--- src/rtl/data_mem_responder.sv ---
// data_mem_responder: multi-cycle data-memory responder with Stall/Done handshake and illegal-request flag
// Ports: clk, rst (async, active-low); Addr/DataIn/Rd/Wr request inputs;
//        DataOut read data (valid in Done cycle, held otherwise); Done completion pulse;
//        Stall busy (requests ignored); err one-cycle pulse after an illegal request.
module data_mem_responder #(
  parameter int DEPTH_LOG2 = 8,
  parameter int LATENCY    = 2
) (
  input  logic        clk,
  input  logic        rst,
  input  logic [15:0] Addr,
  input  logic [15:0] DataIn,
  input  logic        Rd,
  input  logic        Wr,
  output logic [15:0] DataOut,
  output logic        Done,
  output logic        Stall,
  output logic        err
);
  localparam logic [1:0] IDLE = 2'd0, WAIT = 2'd1, RESP = 2'd2;
  localparam logic [3:0] LOAD = 4'(LATENCY - 1);
  logic [1:0] state;
  logic [3:0] cnt;
  logic op_wr;
  logic [DEPTH_LOG2-1:0] idx;
  logic [15:0] wdata;
  logic [15:0] mem [2**DEPTH_LOG2];
  logic open, accept, illegal, finish;
  // high address bits alias away; the name keeps lint from flagging them
  logic unused_addr;
  assign unused_addr = ^Addr[15:DEPTH_LOG2+1];
  always_comb begin
    open    = state != WAIT;
    accept  = open & (Rd ^ Wr) & ~Addr[0];
    illegal = open & ((Rd & Wr) | ((Rd | Wr) & Addr[0]));
    finish  = (state == WAIT) && (cnt == 4'd0);
  end
  assign Stall = state == WAIT;
  assign Done  = state == RESP;
  always_ff @(posedge clk or negedge rst)
    if (!rst) begin
      state   <= IDLE;
      cnt     <= 4'd0;
      op_wr   <= 1'b0;
      idx     <= '0;
      wdata   <= 16'h0000;
      err     <= 1'b0;
      DataOut <= 16'h0000;
    end else begin
      err <= illegal;
      if (state == WAIT) begin
        state <= finish ? RESP : WAIT;
        cnt   <= finish ? cnt : cnt - 4'd1;
        if (finish && !op_wr) DataOut <= mem[idx];
      end else if (accept) begin
        state <= WAIT;
        cnt   <= LOAD;
        op_wr <= Wr;
        idx   <= Addr[DEPTH_LOG2:1];
        wdata <= DataIn;
      end else
        state <= IDLE;
    end
  // reset forces state to IDLE asynchronously, so an aborted write never reaches here
  always_ff @(posedge clk)
    if (finish && op_wr) mem[idx] <= wdata;
endmodule
--- config.mk ---
export PLATFORM = sky130hd
export DESIGN_NAME = data_mem_responder
export DESIGN_NICKNAME = d
export VERILOG_FILES = /design/src/rtl/data_mem_responder.sv
export SDC_FILE = /design/constraint.sdc
export NUM_CORES = 2
export LEC_CHECK = 0
export CAP_MARGIN = 15
export CORE_ASPECT_RATIO = 1.1
export CORE_MARGIN = 2
export CORE_UTILIZATION = 35
export CTS_CLUSTER_SIZE = 20
export DETAILED_ROUTE_END_ITERATION = 16
export PLACE_DENSITY = 0.51
export SYNTH_ARGS = -nofsm -noshare
export SYNTH_HDL_FRONTEND = slang
export SYNTH_SLANG_ARGS = --single-unit
export TNS_END_PERCENT = 30
--- constraint.sdc ---
create_clock -name clk -period 13.1 [get_ports clk]
set_clock_uncertainty 0.15 [all_clocks]
set_input_delay 3.275 -clock clk [delete_from_list [all_inputs] [get_ports clk]]
set_output_delay 3.275 -clock clk [all_outputs]
set_load 0.03 [all_outputs]
After elaboration in Yosys (flattened, before gate mapping):

Memory sizes are Yosys's and may differ from the RTL's. A register that Yosys moved wholly into a read port is not among the register bits.
Cells that the tools add are included.

* add/subtract/negate cells: 1
* multipliers: 0
* divide/modulo/power cells: 0
* $lt $le $gt $ge: 0
* equality and inequality tests: 4
* shift-type cells: 0
* multiplexer cells: 8
* bitwise operators: 10
* reduce and logical (&&, ||, !) cells: 10

Operators by type and width (number)
* $mux 4: 3
* $reduce_and 2->1: 3
* $and 1x1->1: 5
* $logic_not 4->1: 1
* $mux 2: 2
* $sub 4x1->4 const B: 1
* $logic_and 1x1->1: 3
* $mux 1: 3
* $eq 2x1->1 const B: 1
* $eq 2x2->1 const B: 1
* $logic_not 1->1: 2
* $ne 2x1->1 const B: 1
* $ne 2x2->1 const B: 1
* $not 1->1: 2
* $or 1x1->1: 2
* $reduce_bool 2->1: 1
* $xor 1x1->1: 1

* bits in registers: 32
* latch bits: 0
* bits in writable memories: 4096
* ROM bits: 0
* bits of input ports: 36
* output and inout bits: 19
* word-level logic and storage cells: 40
* memories: 1

Memories
* mem: depth 256, bits a word 16, rd ports 1, clocked after Yosys merged registers in 1, wr ports 1, line 27 `logic [15:0] mem [2**DEPTH_LOG2];`

Depth between registers and ports, before layout:

* word-level depth: 5
* depth in mapped cells: 14
* gate-level depth less buffers: 9

Least setup slack after synthesis:

Ideal clock, no wire load.

* kind: input -> register
* start point: input port Rd
* end point: register wdata[0]
* library setup time: 141 ps
* arrival time: 4721 ps
* data required time: 12809 ps
* path slack: 8087 ps
* stages on the path: 5
* buffers on the path: 1
* cells stage by stage: inv_1 -> ha_1 -> nor3b_1 -> clkbuf_1 -> mux2_2

* word-level cells in the longest chain between the ends: 4

Ends and longest elaborated chain
* start: declaration: line 13 `input logic Rd,`
* $xor 1x1->1: line 34 `accept = open & (Rd ^ Wr) & ~Addr[0];`
* $and 1x1->1 (2 in a row): line 34
* $reduce_and 2->1 (no source line)
* end signal: assignment: line 60 `wdata <= DataIn;`
* end: declaration: line 26 `logic [15:0] wdata;`

No other way between the ends.
A chain may end at the register's enable or synchronous reset.

==> metrics.json <==
{
  "placeableCoreArea_um2": 453000,
  "cts_buffers": 414,
  "remaining_drc_errors": 0,
  "max-slew-margin-rel": 0.122,
  "port_buffers": 47,
  "instances_no_fill": 14000,
  "tritoncts_num_sinks": 4144,
  "critical_path_required_ns": 13.85,
  "violations": "antenna violations",
  "async_reset_ff_frac": 0.0116,
  "drt-wirelength-per-cell_um": 33.9,
  "rrSetupSlack_ns": 7.17,
  "final.setup.tns_ns": 0,
  "critPathSlowestCell": "sky130_fd_sc_hd__buf_4",
  "timing.setup.critical_path_class": "flop to flop",
  "timing.critical_path.cells": "buf_4, buf_12, buf_4, mux4_2, o22a_1, o221ai_1, nor3_1, o22ai_1, or3_1, a41oi_1",
  "hold_path_end": "cnt[2]$_DFFE_PN0P_",
  "placementRows": 259,
  "layout.cells.most_common": "sky130_fd_sc_hd__edfxtp_1",
  "clock_path_buffers": 4,
  "layout-area-overhead-vs-synth_pct": 14.4,
  "post_drt_via_cell_ratio": 5.57,
  "drt_iter0_markers": 9433,
  "vdd.ir_drop.worst_v": 0.000224,
  "final_core_util": 0.403,
  "floorplan.die_area_um2": 461000,
  "number_of_distinct_library_cells_after_synthesis": 67,
  "cp_slowest_stage_delay_ns": 0.95,
  "worst_slew_pin_slew_ns": 1.32,
  "h_tree_levels": 5,
  "clk-insertion-delay-late_ns": 1.01,
  "synthCells": 7231,
  "power.sequential.fraction": 0.423,
  "p_switching_mw": 13.9,
  "io-pin-count": 55,
  "grt_setup_unrepaired": "no",
  "combPwrFrac": 0.291,
  "layout-drive-gt1-share": 0.283,
  "timing.hold.worst.class": "flop to flop",
  "postRouteWirelength_mm": 474,
  "critical_path.most_common_cell": "sky130_fd_sc_hd__buf_4",
  "drv_cap": 0,
  "dp_hpwl_mm": 283,
  "register_area_um2": 124000,
  "final_net_count": 7690,
  "start_kind": "flop",
  "min_delay_path_depth": 2,
  "ys.warnings.count": 0,
  "setup_violations_final": 0,
  "timing_max_transition_violations_final": 0,
  "grt_overflow": 0,
  "period_share": 0.452,
  "first_pass_grt_wire_length_mm": 652,
  "initial_utilization": 0.352,
  "synth_seq_cells": 4144,
  "dp.cells": 13200,
  "ys_dominant_reg_cell": "sky130_fd_sc_hd__edfxtp_1",
  "power_leakage_nw": 56.0,
  "hold_viol_final": 0,
  "area_of_the_multi_input_gates_um2": 33400,
  "synth-seq-area-share": 0.779,
  "power_report.internal_total_mw": 27.2,
  "synth-edff-count": 4096,
  "antenna_violations_before_repair": 20,
  "cts_tree": "yes",
  "reg_to_reg_startpoint": "idx[3]$_DFFE_PN0P_",
  "synth.avg_cell_area_um2": 22.0,
  "syn-num-nets": 7270,
  "max_frequency_ghz": 0.169,
  "crit_fanout": 105,
  "global_route.usage.total": 0.203,
  "fill_cells": 39900,
  "endpoint_of_the_worst_slack_reg_to_reg_timing_path": "DataOut[6]$_DFFE_PN0P_",
  "cp_data_arrival_time_ns": 6.68,
  "floorplan.die.width_um": 647,
  "reg2reg_depth": 10,
  "postCtsSetupBuffers": 0,
  "worst_setup_hold_path_clk_slew_ns": 0.07,
  "commonest_cells_after_routing_fill_and_taps_aside": "4,096 x sky130_fd_sc_hd__edfxtp_1, 977 x sky130_fd_sc_hd__mux4_2, 420 x sky130_fd_sc_hd__clkbuf_16",
  "critical_path_endpoint_category": "flop",
  "dieHeight_um": 712,
  "final_period_minus_worst_setup_slack_ns": 5.93,
  "root_buffer": "sky130_fd_sc_hd__clkbuf_16",
  "antenna_violating_nets_post_route": 1,
  "cts_resized": 0,
  "power-per-cell-area_nw_per_um2": 225,
  "syn-cell-area_um2": 159000,
  "switching_share": 0.338,
  "clockPowerShare": 0.286,
  "status": "finished with violations",
  "globalplace.congestion": 0.829,
  "grt_max_degree": 192,
  "hold_path_startpoint": "cnt[2]$_DFFE_PN0P_",
  "routed-via-count": 77900,
  "finalHoldWorstSlack_ns": 0.387,
  "holdBufCountCts": 0,
  "via_count_of_the_first_global_routing_pass": 78100,
  "drt-pass1-iter-count": 5
}
## stage by stage
stage                     instance area [µm²]  worst slack, ns  power (mW)
after floorplan                        159000             8.09        24.6
after global placement                 169000             6.61        29.5
after detailed placement               169000             7.07        29.7
after CTS                              182000             7.07        41.4
after global routing                   182000             6.92        42.3
final                                  182000             7.17        41.0
## sequential cells by signal, indices dropped and copies added, names as in the netlist
| register | cells |
|---|---|
| DataOut | 16 |
| cnt | 4 |
| err | 1 |
| idx | 8 |
| mem | 4096 |
| op_wr | 1 |
| state | 2 |
| wdata | 16 |
## area by class of cell
cell class | count | area share
flip-flops and latches | 4144 | 0.682
clock inverters | 239 | 0.0129
repair buffers | 424 | 0.0210
multi-input cells | 2653 | 0.183
clock buffers | 511 | 0.0597
well taps | 6003 | 0.0412
diodes | 9 | 0.000124
inverters | 14 | 0.000377
## metal layers
metal | wire [µm] | vias up | share of wire | GRT usage
met4 | 17000 | 2 | 0.036 | 0.0646
met2 | 232000 | 3054 | 0.49 | 0.335
li1 | - | 31300 | - | -
met3 | 31800 | 616 | 0.067 | 0.0311
met5 | 8 | - | 0.000017 | 0
met1 | 193000 | 42900 | 0.41 | 0.275
## how the worst max path moves through the flow
stage | startpoint | to | slack, ns | cells past startpoint
finish | idx[3]$_DFFE_PN0P_ | DataOut[6]$_DFFE_PN0P_ | 7.17 | 10
global route | idx[0]$_DFFE_PN0P_ | DataOut[14]$_DFFE_PN0P_ | 6.92 | 10
CTS | idx[0]$_DFFE_PN0P_ | DataOut[14]$_DFFE_PN0P_ | 7.07 | 10
detailed placement | idx[0]$_DFFE_PN0P_ | DataOut[14]$_DFFE_PN0P_ | 7.07 | 10
global placement | idx[1]$_DFFE_PN0P_ | DataOut[0]$_DFFE_PN0P_ | 6.61 | 10
floorplan | Rd | wdata[0]$_DFFE_PN0P_ | 8.09 | 5
## power by group through the flow
stage               clock network, mW  logic, mW  registers (mW)
floorplan                           0       6.24            18.4
global placement                    0       11.9            17.6
detailed placement                  0       12.1            17.7
CTS                              11.9       12.1            17.4
global route                     12.4       12.5            17.4
finish                           11.7       11.9            17.4
## synthesized netlist by cell type, types with 4 or more instances
| cell | number | area [µm²] |
|---|---|---|
| sky130_fd_sc_hd__o211ai_1 | 6 | 45.0 |
| sky130_fd_sc_hd__a22oi_1 | 57 | 428 |
| sky130_fd_sc_hd__nand4_1 | 15 | 93.8 |
| sky130_fd_sc_hd__dfrtp_1 | 48 | 1200 |
| sky130_fd_sc_hd__nand3_1 | 28 | 140 |
| sky130_fd_sc_hd__inv_1 | 11 | 41.3 |
| sky130_fd_sc_hd__o32ai_1 | 4 | 35.0 |
| sky130_fd_sc_hd__nor3b_1 | 5 | 37.5 |
| sky130_fd_sc_hd__o22ai_1 | 65 | 407 |
| sky130_fd_sc_hd__a21oi_1 | 110 | 551 |
| sky130_fd_sc_hd__and2_1 | 6 | 37.5 |
| sky130_fd_sc_hd__nor4_1 | 16 | 100 |
| sky130_fd_sc_hd__o221ai_1 | 25 | 219 |
| sky130_fd_sc_hd__o2111ai_1 | 7 | 61.3 |
| sky130_fd_sc_hd__a32oi_1 | 79 | 692 |
| sky130_fd_sc_hd__a211o_1 | 4 | 35.0 |
| sky130_fd_sc_hd__a221oi_1 | 21 | 184 |
| sky130_fd_sc_hd__o22a_1 | 20 | 175 |
| sky130_fd_sc_hd__nor2b_1 | 24 | 150 |
| sky130_fd_sc_hd__clkbuf_1 | 142 | 533 |
| sky130_fd_sc_hd__mux2i_1 | 266 | 2660 |
| sky130_fd_sc_hd__buf_2 | 124 | 621 |
| sky130_fd_sc_hd__mux4_2 | 977 | 22000 |
| sky130_fd_sc_hd__mux2_2 | 82 | 923 |
| sky130_fd_sc_hd__nand2b_1 | 13 | 81.3 |
| sky130_fd_sc_hd__o31ai_1 | 5 | 37.5 |
| sky130_fd_sc_hd__and3_1 | 5 | 31.3 |
| sky130_fd_sc_hd__nor3_1 | 41 | 205 |
| sky130_fd_sc_hd__a22o_1 | 9 | 78.8 |
| sky130_fd_sc_hd__edfxtp_1 | 4096 | 123000 |
| sky130_fd_sc_hd__nand2_1 | 275 | 1030 |
| sky130_fd_sc_hd__a211oi_1 | 20 | 150 |
| sky130_fd_sc_hd__or3_1 | 5 | 31.3 |
| sky130_fd_sc_hd__o21ai_0 | 80 | 400 |
| sky130_fd_sc_hd__nor2_1 | 306 | 1150 |
| sky130_fd_sc_hd__buf_4 | 82 | 616 |
| sky130_fd_sc_hd__buf_6 | 39 | 439 |
| sky130_fd_sc_hd__or3b_2 | 4 | 35.0 |
| sky130_fd_sc_hd__buf_1 | 31 | 116 |
| sky130_fd_sc_hd__a31oi_1 | 24 | 150 |
## critical path, delay by kind of cell (launching register included)
| kind | cells | cell delay (ns) |
|---|---|---|
| buffers and inverters | 3 | 2.02 |
| multiplexers | 1 | 0.44 |
| flip-flops | 1 | 0.69 |
| AND/OR/NAND/NOR | 2 | 1.45 |
| AO/OA/AOI/OAI | 4 | 0.82 |
## cells by family (layout without fill, tap and decap cells)
family | after synthesis | in the layout | synth area share
muxes | 1325 | 1325 | 0.161
AOI/OAI and AO/OA | 559 | 559 | 0.0241
and+or+nand+nor | 766 | 766 | 0.0209
DFF | 4144 | 4144 | 0.779
other | 0 | 9 | 0
buffers and inverters | 434 | 1188 | 0.0151
adders and majority gates | 3 | 3 | 0.000236
Note: power is estimated with default switching activity, not from simulation.
